--- src/rtl/router_fsm_nch_pkg.sv ---
// router_fsm_nch_pkg
// Shared definitions for the 1xN router controller.
// - state_e : 4-bit controller state. Nine encodings are named; any other
//   value is treated as illegal and recovers to ST_DECODE.
// - WAIT_CNT_W : width of the WAIT_EMPTY cycle counter.
package router_fsm_nch_pkg;

    typedef enum logic [3:0] {
        ST_DECODE          = 4'd0,
        ST_LOAD_FIRST      = 4'd1,
        ST_LOAD_DATA       = 4'd2,
        ST_FIFO_FULL       = 4'd3,
        ST_LOAD_AFTER_FULL = 4'd4,
        ST_LOAD_PARITY     = 4'd5,
        ST_CHECK_PARITY    = 4'd6,
        ST_WAIT_EMPTY      = 4'd7,
        ST_DROP            = 4'd8
    } state_e;

    localparam int WAIT_CNT_W = 16;

endpackage

--- src/rtl/router_fsm_nch_wait_timer.sv ---
// router_fsm_nch_wait_timer
// Cycle counter that bounds how long the controller waits for a busy
// destination FIFO to drain.
// Ports:
//   clk    in  clock
//   rst    in  synchronous active-low reset
//   clear  in  force the count to zero (has priority over enable)
//   enable in  increment the count by one
//   expire out count has reached WAIT_MAX-1; never asserts when WAIT_MAX==0
module router_fsm_nch_wait_timer
    import router_fsm_nch_pkg::*;
#(
    parameter int WAIT_MAX = 0
) (
    input  logic clk,
    input  logic rst,
    input  logic clear,
    input  logic enable,
    output logic expire
);

    localparam logic [WAIT_CNT_W-1:0] LAST_CNT =
        WAIT_CNT_W'((WAIT_MAX == 0) ? 0 : WAIT_MAX - 1);

    logic [WAIT_CNT_W-1:0] cnt_q;
    logic [WAIT_CNT_W-1:0] cnt_d;

    always_comb begin
        cnt_d = cnt_q;
        if (clear) begin
            cnt_d = '0;
        end else if (enable) begin
            cnt_d = cnt_q + 1'b1;
        end
    end

    always_ff @(posedge clk) begin
        if (!rst) begin
            cnt_q <= '0;
        end else begin
            cnt_q <= cnt_d;
        end
    end

    // With WAIT_MAX==0 the counter simply wraps and is never reported.
    assign expire = (WAIT_MAX != 0) && (cnt_q == LAST_CNT);

endmodule

--- src/rtl/router_fsm_nch.sv ---
// router_fsm_nch
// Control FSM for a parametrised 1xN packet router, sitting between the input
// register block and N_CH output FIFOs. Decodes the header address, sequences
// header/payload/parity loads, handles FIFO-full stalls, per-channel soft
// reset, a drop path for out-of-range addresses and an optional bounded wait
// for a busy destination FIFO.
// Ports:
//   clk, rst          clock; synchronous active-low reset
//   pkt_valid, din    packet byte strobe and byte (header address in LSBs)
//   parity_done       parity byte has been written by the register block
//   low_pkt_valid     pkt_valid fell while the path was stalled
//   fifo_full         full flag of the selected FIFO
//   fifo_empty        per-channel empty flags
//   soft_rst          per-channel soft reset (FIFO read timeout)
//   sel_ch            latched destination channel
//   addr_valid        sel_ch holds a live, in-range channel
//   detect_add .. laf_state, rst_int_reg, write_enb_reg, busy, drop_pkt
//                     state decodes
//   wait_timeout      one-cycle pulse on the WAIT_EMPTY cycle that times out
module router_fsm_nch
    import router_fsm_nch_pkg::*;
#(
    parameter int N_CH     = 3,
    parameter int ADDR_W   = 2,
    parameter int DATA_W   = 8,
    parameter int WAIT_MAX = 0
) (
    input  logic              clk,
    input  logic              rst,
    input  logic              pkt_valid,
    input  logic [DATA_W-1:0] din,
    input  logic              parity_done,
    input  logic              low_pkt_valid,
    input  logic              fifo_full,
    input  logic [N_CH-1:0]   fifo_empty,
    input  logic [N_CH-1:0]   soft_rst,
    output logic [ADDR_W-1:0] sel_ch,
    output logic              addr_valid,
    output logic              detect_add,
    output logic              lfd_state,
    output logic              ld_state,
    output logic              full_state,
    output logic              laf_state,
    output logic              rst_int_reg,
    output logic              write_enb_reg,
    output logic              busy,
    output logic              drop_pkt,
    output logic              wait_timeout
);

    state_e            state_q;
    state_e            state_d;
    logic [ADDR_W-1:0] sel_ch_q;
    logic [ADDR_W-1:0] sel_ch_d;
    logic              addr_valid_q;
    logic              addr_valid_d;

    logic [ADDR_W-1:0] hdr_addr;
    logic              hdr_in_range;
    logic              hdr_empty;
    logic              sel_empty;
    logic              sel_soft_rst;
    logic              wait_expire;
    logic              din_unused;

    assign hdr_addr     = din[ADDR_W-1:0];
    assign hdr_in_range = (32'(hdr_addr) < 32'(N_CH));
    // Only the address field of din steers the controller.
    assign din_unused   = ^din;

    // Per-channel flag muxes. Indices at or above N_CH select nothing, so an
    // out-of-range header never reads a nonexistent flag.
    always_comb begin
        hdr_empty    = 1'b0;
        sel_empty    = 1'b0;
        sel_soft_rst = 1'b0;
        for (int i = 0; i < N_CH; i++) begin
            if (hdr_addr == ADDR_W'(i)) begin
                hdr_empty = fifo_empty[i];
            end
            if (sel_ch_q == ADDR_W'(i)) begin
                sel_empty    = fifo_empty[i];
                sel_soft_rst = soft_rst[i];
            end
        end
    end

    // The counter is held at zero outside WAIT_EMPTY, so it reads 0 on the
    // first waiting cycle and counts up while the state is held.
    router_fsm_nch_wait_timer #(
        .WAIT_MAX (WAIT_MAX)
    ) u_wait_timer (
        .clk    (clk),
        .rst    (rst),
        .clear  (state_q != ST_WAIT_EMPTY),
        .enable (state_q == ST_WAIT_EMPTY),
        .expire (wait_expire)
    );

    always_comb begin
        state_d      = state_q;
        sel_ch_d     = sel_ch_q;
        addr_valid_d = addr_valid_q;

        case (state_q)
            ST_DECODE: begin
                if (pkt_valid) begin
                    sel_ch_d = hdr_addr;
                    if (!hdr_in_range) begin
                        state_d = ST_DROP;
                    end else if (hdr_empty) begin
                        state_d      = ST_LOAD_FIRST;
                        addr_valid_d = 1'b1;
                    end else begin
                        state_d      = ST_WAIT_EMPTY;
                        addr_valid_d = 1'b1;
                    end
                end
            end
            ST_LOAD_FIRST: begin
                state_d = ST_LOAD_DATA;
            end
            ST_LOAD_DATA: begin
                if (fifo_full) begin
                    state_d = ST_FIFO_FULL;
                end else if (!pkt_valid) begin
                    state_d = ST_LOAD_PARITY;
                end
            end
            ST_FIFO_FULL: begin
                if (!fifo_full) begin
                    state_d = ST_LOAD_AFTER_FULL;
                end
            end
            ST_LOAD_AFTER_FULL: begin
                if (parity_done) begin
                    state_d = ST_DECODE;
                end else if (low_pkt_valid) begin
                    state_d = ST_LOAD_PARITY;
                end else begin
                    state_d = ST_LOAD_DATA;
                end
            end
            ST_LOAD_PARITY: begin
                state_d = ST_CHECK_PARITY;
            end
            ST_CHECK_PARITY: begin
                if (fifo_full) begin
                    state_d = ST_FIFO_FULL;
                end else begin
                    state_d = ST_DECODE;
                end
            end
            ST_WAIT_EMPTY: begin
                // A FIFO that drains on the expiry cycle still gets the packet.
                if (sel_empty) begin
                    state_d = ST_LOAD_FIRST;
                end else if (wait_expire) begin
                    state_d = ST_DROP;
                end
            end
            ST_DROP: begin
                if (!pkt_valid) begin
                    state_d = ST_DECODE;
                end
            end
            default: begin
                state_d = ST_DECODE;
            end
        endcase

        // Soft reset of the live channel overrides whatever was decided above.
        if (addr_valid_q && sel_soft_rst) begin
            state_d = ST_DECODE;
        end

        if (state_d == ST_DECODE || state_d == ST_DROP) begin
            addr_valid_d = 1'b0;
        end
    end

    always_ff @(posedge clk) begin
        if (!rst) begin
            state_q      <= ST_DECODE;
            sel_ch_q     <= '0;
            addr_valid_q <= 1'b0;
        end else begin
            state_q      <= state_d;
            sel_ch_q     <= sel_ch_d;
            addr_valid_q <= addr_valid_d;
        end
    end

    assign sel_ch        = sel_ch_q;
    assign addr_valid    = addr_valid_q;
    assign detect_add    = (state_q == ST_DECODE);
    assign lfd_state     = (state_q == ST_LOAD_FIRST);
    assign ld_state      = (state_q == ST_LOAD_DATA);
    assign full_state    = (state_q == ST_FIFO_FULL);
    assign laf_state     = (state_q == ST_LOAD_AFTER_FULL);
    assign rst_int_reg   = (state_q == ST_CHECK_PARITY);
    assign write_enb_reg = (state_q == ST_LOAD_DATA) ||
                           (state_q == ST_LOAD_AFTER_FULL) ||
                           (state_q == ST_LOAD_PARITY);
    assign busy          = !((state_q == ST_DECODE) || (state_q == ST_LOAD_DATA));
    assign drop_pkt      = (state_q == ST_DROP);
    // Decoded from registered state and count only, so the pulse marks the
    // final permitted waiting cycle.
    assign wait_timeout  = (state_q == ST_WAIT_EMPTY) && wait_expire;

endmodule
--- config.mk ---
export PLATFORM = sky130hd
export DESIGN_NAME = router_fsm_nch
export DESIGN_NICKNAME = d
export VERILOG_FILES = /design/src/rtl/router_fsm_nch_pkg.sv /design/src/rtl/router_fsm_nch_wait_timer.sv /design/src/rtl/router_fsm_nch.sv
export SDC_FILE = /design/constraint.sdc
export NUM_CORES = 1
export LEC_CHECK = 0
export CAP_MARGIN = 20
export CORE_MARGIN = 1.5
export CORE_UTILIZATION = 43
export CTS_BUF_LIST = sky130_fd_sc_hd__clkbuf_8
export CTS_CLUSTER_DIAMETER = 50
export DETAILED_ROUTE_END_ITERATION = 10
export HOLD_SLACK_MARGIN = 0.1
export PLACE_DENSITY = 0.86
export SLEW_MARGIN = 20
export SYNTH_ARGS = -nofsm -noshare
export SYNTH_HDL_FRONTEND = slang
export SYNTH_SLANG_ARGS = --single-unit
--- constraint.sdc ---
create_clock -name clk -period 4.9 [get_ports clk]
set_clock_uncertainty 0.15 [all_clocks]
set_input_delay 1.225 -clock clk [delete_from_list [all_inputs] [get_ports clk]]
set_output_delay 1.225 -clock clk [all_outputs]
set_load 0.005 [all_outputs]
==> metrics.md <==
| Metric | Value |
|---|---|
| Status | `completed` |
| Compound-cell area share of the yosys netlist | `0.271` |
| Post-synthesis async set-or-reset flop share | `0` |
| Grt met3 use | `0.0304` |
| Clock transition at path regs | `40 ps` |
| Max-Cap Viols | `0` |
| Synth Area per Inst | `8.78 um2` |
| Clock tree buffer depth | `2` |
| Slew @ Worst Pin | `559 ps` |
| Worst ir drop on vdd | `227 uV` |
| Die X | `41.6 um` |
| Post-Place Worst Slack | `1900 ps` |
| Slew headroom | `0.624` |
| Main combinational cell family by area after synthesis | `simple AND/OR/NAND/NOR gates` |
| I/O pins | `33` |
| Post-CTS resize count | `0` |
| Data arrival, critical path | `1870 ps` |
| CP Buf/Inv Count | `1` |
| Dpl cell area | `852 um2` |
| IO Port Bufs | `25` |
| CP Max Fanout | `13` |
| TritonCTS clock tree | `built` |
| Setup crit end kind | `primary output` |
| Highest clock rate | `308 MHz` |
| Post-Synth XOR/XNOR Area | `0` |
| Power per cell area | `336 mW/mm2` |
| Crit-path slowest cell | `dfxtp_1` |
| Global Route met1 Usage | `0.244` |
| Clock Tree Root | `clkbuf_8` |
| Hold-fix buffers at CTS | `0` |
| TritonRoute pass-1 iters | `4` |
| Post-CTS Setup Bufs | `0` |
| Synthesized net count | `93` |
| Final Cycle Share | `0.662` |
| Vias per std cell | `5.58` |
| CP delay by family, top | `flip-flops` |
| Setup TNS | `0 ps` |
| Final setup vio count | `0` |
| Register area share after synthesis | `0.219` |
| Vert. Die Dim | `41.6 um` |
| H-tree level count | `1` |
| DP Wirelength | `1.16 mm` |
| Global-route usage over all layers | `0.183` |
| Count of state elements after synthesis | `7` |
| GR Overflow Total | `0` |
| Post-Layout Cell Count | `111` |
| Layout Area Growth over Synthesis | `40.0%` |
| RSZ-0062 raised after global routing | `no` |
| Pleak | `0.329 nW` |
| Synth unique cells | `39` |
| First-pass GRT wire length | `2.48 mm` |
| Inserted Clock Buffers | `3` |
| Tmin final | `3240 ps` |
| Post-synthesis mux area share | `0.0918` |
| Later-pin clock latency in the skew report | `230 ps` |
| DRC viols | `0` |
| Number of global-route vias before repair | `578` |
| GP Congestion | `0.833` |
| Critical-path cell list | `nand2b_1 > mux2_2 > nor2_1 > clkdlybuf4s50_1` |
| HP Class | `flip-flop to flip-flop` |
| Final Worst Setup Slack | `1660 ps` |
| Core Footprint | `0.00135 mm2` |
| Final Hold Fails | `0` |
| Critical setup path kind | `flip-flop to primary output` |
| Startpoint types | `flip-flop` |
| Iteration-0 DRC Markers | `13` |
| Post-synthesis adder-cell area fraction | `0` |
| Largest net degree at the start of global routing | `14` |
| Post-synth EDFFs | `0` |
| Antenna violations before repair | `0` |
| Gate Count Post-Synth | `73` |
| Via Count | `619` |
| Dpl cells | `107` |
| Simple-Gate Fraction of Synth Area | `0.287` |
| Post-route cell area | `897 um2` |
| Antenna Cells | `0` |
| Cell Area, Synth | `641 um2` |
| Final ANT Viol Nets | `0` |
| Ys Warns | `0` |
| Top FF cell, synth | `dfxtp_1` |
| Final #Nets | `117` |
| Initial Utilization | `0.475` |
| Layer with the highest usage | `met2` |
| Die ar. | `0.00173 mm2` |
| Routed len/inst | `13.0 um` |
| Slew Limit Fails | `0` |
| Worst path max stage delay | `590 ps` |
| Site row count | `13` |
| Total power | `0.302 mW` |
| Drt total wl | `1.44 mm` |
| Clk sinks | `7` |
| Share of layout cells above drive strength 1 | `0.177` |
| Worst path required time | `3520 ps` |
| Met2 usage | `0.281` |
==> final cells by class <==
cell class / instances / area, um2
fillers: 116 / 453
well taps: 15 / 18.8
multi-input cells: 54 / 420
inverters: 6 / 22.5
flip-flops and latches: 7 / 140
repair buffers: 25 / 250
clock inverters: 1 / 3.75
clock buffers: 3 / 41.3
==> tightest hold or removal path, cell delays in order, from the launching register on <==
cell      delay [ps]
dfxtp_1          310
a22oi_1          170
a311oi_1          70
==> synthesized netlist by cell type (all sizes together) (2+ instances only) <==
| cell | count | share of area |
|---|---|---|
| a21o | 2 | 0.023 |
| inv | 6 | 0.035 |
| nor2b | 2 | 0.020 |
| nor2 | 4 | 0.023 |
| nor4 | 3 | 0.053 |
| dfxtp | 7 | 0.22 |
| mux2 | 4 | 0.076 |
| a31oi | 2 | 0.020 |
| a2111oi | 2 | 0.066 |
| nand2b | 5 | 0.053 |
| buf | 6 | 0.090 |
| a21oi | 6 | 0.047 |
| nand2 | 4 | 0.027 |
| nor3 | 2 | 0.016 |
==> state kept, by name (all words and copies together), names as in the netlist <==
name	count
state_q	4
addr_valid	1
sel_ch	2
==> worst paths after layout <==
path | cells after the start | slack (ps) | to | start
worst min register to register | 2 | 460 | addr_valid$_SDFFE_PP0P_ | addr_valid$_SDFFE_PP0P_
worst max-delay path | 4 | 1660 | write_enb_reg | state_q[1]$_SDFF_PN0_
worst max register to register | 4 | 3060 | addr_valid$_SDFFE_PP0P_ | state_q[2]$_SDFF_PN0_
worst min-delay path | 2 | 460 | addr_valid$_SDFFE_PP0P_ | addr_valid$_SDFFE_PP0P_
==> layout by cell type, fill, tap and decap left out, drive strengths merged, types with 2 or more instances in the layout <==
cell type / count
nor4: 3
a31oi: 2
nor3: 2
clkdlybuf4s50: 25
dfxtp: 7
nand2: 4
clkbuf: 3
mux2: 4
a2111oi: 2
nor2b: 2
a21o: 2
nand2b: 5
a21oi: 6
inv: 7
nor2: 4
==> where the power goes <==
group	internal, mW	switching (mW)	total, mW
registers	0.0666	0.0224	0.0890
logic	0.0825	0.0521	0.135
clock network	0.0540	0.0239	0.0780
total	0.203	0.0984	0.302
==> kinds of logic after synthesis <==
group	after synthesis
AO/OA/AOI/OAI	21
buffers and inverters	12
other	1
multiplexers	5
flip-flops	7
AND/OR/NAND/NOR	27
==> metal layers <==
metal	up-vias	routed length (um)
met5	-	0
met4	0	15
met3	2	105
met2	27	639
met1	280	680
li1	310	-
==> through the flow <==
| step | hold WS (ps) | util |
|---|---|---|
| after CTS | 465 | 0.665 |
| after detailed placement | 456 | 0.631 |
| after global placement | 438 | 0.631 |
| after floorplan | 418 | - |
| final | 458 | 0.665 |
| after global routing | 490 | 0.665 |
Power figures use the tool's default switching activity.
